## src/rtl/sum_bcd_display.sv

```systemverilog
// sum_bcd_display: display stage for the 4-bit adder result.
//   Captures a DATA_W-bit binary value on load, converts it to two BCD digits
//   with a sequential shift-add-3 (double-dabble) FSM, then time-multiplexes
//   both digits onto a 2-digit common-anode 7-segment display.
// Ports:
//   clk, rst_n  : clock, synchronous active-low reset
//   load, value : start conversion / binary input (sampled on accepted load)
//   busy        : conversion in progress
//   bcd         : registered result, [7:4] tens, [3:0] units
//   seg_n, dp_n : active-low segments (g..a) and decimal point
//   an_n        : active-low one-hot digit enables, [0] units, [1] tens
module sum_bcd_display #(
  parameter int DATA_W      = 5,
  parameter int REFRESH_DIV = 50000
) (
  input  logic              clk,
  input  logic              rst_n,
  input  logic              load,
  input  logic [DATA_W-1:0] value,
  output logic              busy,
  output logic [7:0]        bcd,
  output logic [6:0]        seg_n,
  output logic              dp_n,
  output logic [1:0]        an_n
);

  localparam int CW = (DATA_W < 2) ? 1 : $clog2(DATA_W);
  localparam int RW = $clog2(REFRESH_DIV);

  typedef enum logic [1:0] {IDLE, SHIFT, DONE} state_t;

  state_t            state_q, state_d;
  logic [DATA_W-1:0] sh_q, sh_d;
  logic [7:0]        scr_q, scr_d, scr_adj;
  logic [CW-1:0]     cnt_q, cnt_d;
  logic [7:0]        bcd_q, bcd_d;
  logic [RW-1:0]     rcnt_q;
  logic              sel_q;
  logic [3:0]        nib;

  function automatic logic [6:0] seg7(input logic [3:0] d);
    logic [6:0] s;
    case (d)
      4'd0:    s = 7'b1000000;
      4'd1:    s = 7'b1111001;
      4'd2:    s = 7'b0100100;
      4'd3:    s = 7'b0110000;
      4'd4:    s = 7'b0011001;
      4'd5:    s = 7'b0010010;
      4'd6:    s = 7'b0000010;
      4'd7:    s = 7'b1111000;
      4'd8:    s = 7'b0000000;
      4'd9:    s = 7'b0010000;
      default: s = 7'b1111111;
    endcase
    return s;
  endfunction

  // Add-3 correction applied to each scratch nibble before the shift.
  always_comb begin
    scr_adj[7:4] = (scr_q[7:4] >= 4'd5) ? scr_q[7:4] + 4'd3 : scr_q[7:4];
    scr_adj[3:0] = (scr_q[3:0] >= 4'd5) ? scr_q[3:0] + 4'd3 : scr_q[3:0];
  end

  always_comb begin
    state_d = state_q;
    sh_d    = sh_q;
    scr_d   = scr_q;
    cnt_d   = cnt_q;
    bcd_d   = bcd_q;
    case (state_q)
      IDLE: if (load) begin
        sh_d    = value;
        scr_d   = '0;
        cnt_d   = '0;
        state_d = SHIFT;
      end
      SHIFT: begin
        {scr_d, sh_d} = {scr_adj, sh_q} << 1;
        cnt_d         = cnt_q + CW'(1);
        if (cnt_q == CW'(DATA_W - 1)) state_d = DONE;
      end
      DONE: begin
        // bcd only changes here, so the display never sees partial results
        bcd_d   = scr_q;
        state_d = IDLE;
      end
      default: state_d = IDLE;
    endcase
  end

  always_ff @(posedge clk) begin
    if (!rst_n) begin
      state_q <= IDLE;
      sh_q    <= '0;
      scr_q   <= '0;
      cnt_q   <= '0;
      bcd_q   <= '0;
    end else begin
      state_q <= state_d;
      sh_q    <= sh_d;
      scr_q   <= scr_d;
      cnt_q   <= cnt_d;
      bcd_q   <= bcd_d;
    end
  end

  // Free-running refresh divider, independent of the conversion FSM.
  always_ff @(posedge clk) begin
    if (!rst_n) begin
      rcnt_q <= '0;
      sel_q  <= 1'b0;
    end else if (rcnt_q == RW'(REFRESH_DIV - 1)) begin
      rcnt_q <= '0;
      sel_q  <= ~sel_q;
    end else begin
      rcnt_q <= rcnt_q + RW'(1);
    end
  end

  always_comb begin
    nib   = sel_q ? bcd_q[7:4] : bcd_q[3:0];
    an_n  = sel_q ? 2'b01 : 2'b10;
    // Leading-zero blanking on the tens digit only; anode stays driven.
    seg_n = (sel_q && bcd_q[7:4] == 4'd0) ? 7'b1111111 : seg7(nib);
  end

  assign busy = (state_q != IDLE);
  assign bcd  = bcd_q;
  assign dp_n = 1'b1;

endmodule

```

## config.mk

```make
export PLATFORM = sky130hd
export DESIGN_NAME = sum_bcd_display
export DESIGN_NICKNAME = d
export VERILOG_FILES = /design/src/rtl/sum_bcd_display.sv
export SDC_FILE = /design/constraint.sdc
export NUM_CORES = 1
export LEC_CHECK = 0
export BUFFER_PORTS_ARGS = -buffer_cell sky130_fd_sc_hd__clkbuf_2
export CAP_MARGIN = 20
export CORE_MARGIN = 5
export CORE_UTILIZATION = 60
export CTS_CLUSTER_SIZE = 16
export DETAILED_ROUTE_END_ITERATION = 8
export PLACE_DENSITY = 0.82
export SLEW_MARGIN = 20
export SYNTH_ARGS = -nofsm -noshare
export SYNTH_HDL_FRONTEND = slang
export SYNTH_SLANG_ARGS = --single-unit
```

## constraint.sdc

```tcl
create_clock -name clk -period 5.4 [get_ports clk]
set_input_delay 1.08 -clock clk [delete_from_list [all_inputs] [get_ports clk]]
set_output_delay 1.08 -clock clk [all_outputs]
set_load 0.05 [all_outputs]
```

* Yosys cells after proc, flatten, opt, wreduce, memory -nomap -nowiden
Memory sizes are Yosys's and may differ from the RTL's.
Index checks and enable logic that the tools add are counted.
** Word-level totals
- Bits in registers :: 43
- ROM bits :: 112
- Input bits :: 8
- Word-level logic and storage cells :: 44
- Memories :: 1
** Operators by class
- Add/subtract/negate cells :: 4
- Order comparisons :: 2
- Eq/ne operators :: 6
- Mux-type cells :: 14
- Bitwise gates (word level) :: 2
- Reduce and logical (&&, ||, !) cells :: 8
** Memory list
- (name not given) :: depth 16, bits a word 7, rd ports 1, clocked after Yosys merged registers in 0, wr ports 0, RTL line 43 : case (d)
** Operators with widths (count)
- adder 16 x 1 -> 16 bit (second input constant) :: 1
- == test 16 bit (second input constant) :: 1
- case mux 8 bit (2 select lines) :: 1
- case mux 5 bit (2 select lines) :: 1
- greater-or-equal comparator 4 x 3 -> 1 bit (second input constant) :: 2
- two-way mux 4 bit :: 2
- two-way mux 8 bit :: 1
- two-way mux 7 bit :: 1
- two-way mux 2 bit :: 3
- two-way mux 3 bit :: 2
- case mux 3 bit (2 select lines) :: 1
- two-way mux 5 bit :: 1
- adder 4 x 2 -> 4 bit (second input constant) :: 1
- logical NOT 4 bit :: 1
- inequality test 2 bit (second input constant) :: 2
- case mux 2 bit (2 select lines) :: 1
- AND reduction 2 bit :: 2
- nonzero test 2 bit :: 2
- adder 3 x 1 -> 3 bit (second input constant) :: 1
- adder 3 x 2 -> 3 bit (second input constant) :: 1
- == test 3 bit (second input constant) :: 1
- == test 2 x 1 -> 1 bit (second input constant) :: 1
- == test 2 bit (second input constant) :: 1
- logical NOT 2 bit :: 1
- other kinds (3) :: 4

* Depth between registers and ports, before layout
- Depth in word-level cells :: 3
- Gate-level depth with buffers :: 8
- Depth with buffers taken out :: 7

* Least setup slack after synthesis
Ideal clock, no wire load.
- Path type :: register to output
- Start point :: register bcd_q[5] (netlist: bcd[5])
- End point :: output port seg_n[3]
- Arrival time :: 2.502 ns
- Required time :: 4.320 ns
- Setup slack :: 1.818 ns
- Cell stages (with the launch flop) :: 6
- Path buffers :: 0
- Cell sequence :: dfxtp_1 -> mux2i_1 -> ha_1 -> nor2_1 -> a21oi_1 -> o21ai_0
** On the way
- Longest elaborated chain between the ends :: 3
- Elaborated cells on any way between the ends :: 5
- Those cells by class :: mux (2); reduce/logical (2); memory (1)
** RTL lines
- from (decl) :: RTL line 36 : logic [7:0] bcd_q, bcd_d;
- from (signal assigned) :: RTL line 98 : bcd_q <= '0;
- from (signal assigned) :: RTL line 104 : bcd_q <= bcd_d;
- two-way mux 4 bit / logical NOT 4 bit (equally long branches) :: RTL line 122, 125
- memory (16 x 7 bit) / logical AND 1 bit (equally long branches)
- two-way mux 7 bit (*) :: RTL line 125 : seg_n = (sel_q && bcd_q[7:4] == 4'd0) ? 7'b1111111 : seg7(nib);
- to (decl) :: RTL line 22 : output logic [6:0] seg_n,
Every way passes the cells marked *; elsewhere a longest branch is shown, timed or not.

* Final worst setup path
- Start point :: register sel_q
- End point :: output port seg_n[3]
** On the way
- Longest elaborated chain between the ends :: 3
- Elaborated cells on any way between the ends :: 4
- Those cells by class :: mux (2); reduce/logical (1); memory (1)
** RTL lines
- from (decl) :: RTL line 38 : logic sel_q;
- from (signal assigned) :: RTL line 115 : sel_q <= ~sel_q;
- two-way mux 4 bit :: RTL line 122 : nib = sel_q ? bcd_q[7:4] : bcd_q[3:0];
- memory (16 x 7 bit)
- two-way mux 7 bit (*) :: RTL line 125
Marked as above.

==> metrics.txt <==
slew of the pin with the lowest slew margin=0.487 ns; R2R Setup Slk=3.71 ns; Starting Density=61.9%; Clock Latency Late Sink=0.29 ns; type of destination of the critical path=primary output; # resized after CTS=0; Die ar.=0.00514 mm^2; post-synthesis sequential area ratio=37.7%; #FFs+latches synth=43; Max-Cap Viols=0; TritonRoute pass-1 iters=4; Post-Syn Instances=251; Starting DRT DRC Count=70; final period utilization=62.8%; CP startpoint kind=register; number of synthesized flops with an enable pin=0; most common library cell in the layout ignoring fill and taps=dfxtp_1; Netlist cell types=52; Clock Skew=0.00595 ns; Ports=27; diodes inserted=0; DRT Wirelength=4150 um; Max FO, Critical Path=8; Area Growth Syn to Fin=10.4%; sequential standard cell area=861 um^2; CTS Hold Bufs=0; CTS root buf=clkbuf_8; GRT Util Overall=17.4%; largest net degree at the start of global routing=21; total negative slack=0 ns; worst r2r src=rcnt_q[0]; Clock Pin Slew Worst Setup and Hold Paths=0.08 ns; Hold Crit Start=sh_q[1]; num rows=22; number of vias per cell=5.37; Multi-input gate area=0.00131 mm^2; cts bufs inserted=5; die width=71.7 um; outcome=complete, no violations; Congestion Overflow GR=0; critical path cell sequence=mux2i_1, ha_1, nor2_1, a21oi_1, o21ai_0, clkbuf_2; fraction of registers with async set/reset=0%; critical path's slowest cell=dfxtp_1; CTS tree=done; layout cells sized above 1=20.1%; CTS Buffer Depth=2; delay-heaviest family, CP=flip-flops; ys flop type=dfxtp_1; RSZ-0062 raised after global routing=no; Hold Vio Cnt, Final=0; most frequent cells in the layout=dfxtp_1, nor2_1, clkbuf_2; detailed placement HPWL=3090 um; Nets=294; # H-tree levels=2; synthesized area=0.00228 mm^2; Routed Antenna Nets=0; Relative slew margins=67.1%; setup bufs post-CTS=0; CP required=4.32 ns; DR WL/cell=12.9 um; DR vias=1729; P_leak=0.00108 uW; Crit Reg-Reg Endpoint=rcnt_q[11]; Hold WC Path Type=reg2reg; Fmax=0.295 GHz; max incr delay on CP=0.55 ns; Worst Hold End=sh_q[1]; first-pass GRT wire length=7370 um; syn nets=271; Port-buffer cells=25; Final Max Tran Viols=0; Residual DRC=0; WP data arrival=2.31 ns; Die Ht=71.7 um; Tmin final=3.39 ns; Hold Path Stages=2; maximum vdd drop=0.215 mV; Core Region=0.00369 mm^2; final number of setup-violating endpoints=0; CTS Sinks=43; CP bufs+invs=1; fillers=325; initial antenna violation count=0; number of global-route vias before repair=1677; GPL Wtd Cong=0.763; power per standard cell area=238 mW/mm^2; Final Util=68.4%; R2R depth=5; Worst Path Class, Setup=reg2out; synth warn=0; Avg Inst Size Synth=9.10 um^2
[power breakdown]
part | switching, uW | internal [uW] | leakage, uW | total, uW
clock | 105 | 135 | 0.0000502 | 240
sequential | 6.01 | 323 | 0.000348 | 329
combinational | 18.6 | 12.1 | 0.000684 | 30.7
total | 130 | 470 | 0.00108 | 600
[synthesized netlist by cell type (all sizes together), types with 2 or more instances]
library cell / number / area share, %
xor2: 3 / 1.2
a22o: 3 / 1.2
and3: 5 / 1.4
nand3: 6 / 1.5
nor4b: 2 / 1.0
dfxtp: 43 / 38
and2: 3 / 0.82
nand2b: 3 / 0.82
nor4: 3 / 2.0
clkbuf: 2 / 0.33
o21bai: 2 / 0.66
a21oi: 10 / 2.4
ha: 12 / 6.6
nor2b: 11 / 3.0
mux2i: 14 / 6.1
nand2: 20 / 3.5
o21ai: 13 / 2.8
buf: 7 / 2.0
nand4: 3 / 2.0
nor2: 28 / 4.9
xnor2: 15 / 5.8
mux2: 4 / 2.1
or2: 2 / 0.55
inv: 16 / 2.6
nor3: 6 / 1.3
a22oi: 2 / 0.66
[how the worst max path moves through the flow]
stage | end | cells after the start | slack [ns] | from
detailed placement | seg_n[3] | 6 | 2.33 | sel_q
global placement | seg_n[4] | 8 | 2.43 | sel_q
floorplan | seg_n[3] | 5 | 1.82 | bcd[5]
global route | seg_n[3] | 6 | 1.84 | sel_q
finish | seg_n[3] | 6 | 2.01 | sel_q
CTS | seg_n[3] | 6 | 2.01 | sel_q
[flip-flops by register name (all words and copies together), names as in the netlist]
name,flops
cnt_q,3
bcd,8
sh_q,5
sel_q,1
rcnt_q,16
state_q,2
scr_q,8
[through the flow]
stage | power (uW) | setup slack [ns] | hold WS (ns) | area (um^2) | std cells
5_1_grt | 627 | 1.84 | 0.488 | 2520 | 322
3_3_place_gp | 366 | 2.43 | 0.444 | 2420 | 315
2_1_floorplan | 360 | 1.82 | 0.425 | 2280 | 251
4_1_cts | 608 | 2.01 | 0.469 | 2520 | 322
3_5_place_dp | 367 | 2.33 | 0.448 | 2420 | 315
6_report | 600 | 2.01 | 0.471 | 2520 | 322
[per-layer routing]
metal	track usage [%]	vias to the layer above	share of wire [%]
li1	-	896	-
met1	21.7	805	45
met2	30.2	24	51
met3	3.93	4	3.1
met4	4.80	0	0.82
met5	0	-	0
[logic make-up (layout without fill, tap and decap cells)]
family | Yosys count | count (layout) | share of synthesized area [%]
xor gates and xnor gates | 18 | 18 | 6.90
other | 1 | 1 | 0.164
adders and majority gates | 12 | 12 | 6.57
DFF | 43 | 43 | 37.7
and+or+nand+nor | 97 | 97 | 25.2
buffers and inverters | 25 | 48 | 4.98
muxes | 18 | 18 | 8.27
AOI/OAI and AO/OA | 37 | 37 | 10.2
[final cells by class]
type,instances,area share (%)
well taps,48,2.38
flip-flops and latches,43,34.1
clock buffers,5,2.73
repair buffers,25,4.96
clock inverters,2,1.49
multi-input cells,183,51.9
inverters,16,2.38
[worst reg2reg max path: stages (launching register included)]
cell,delay [ns]
dfxtp_1,0.40
ha_1,0.23
nand3_2,0.20
nand4b_2,0.33
nand2_2,0.30
nor2_1,0.11
Power figures use the tool's default switching activity.
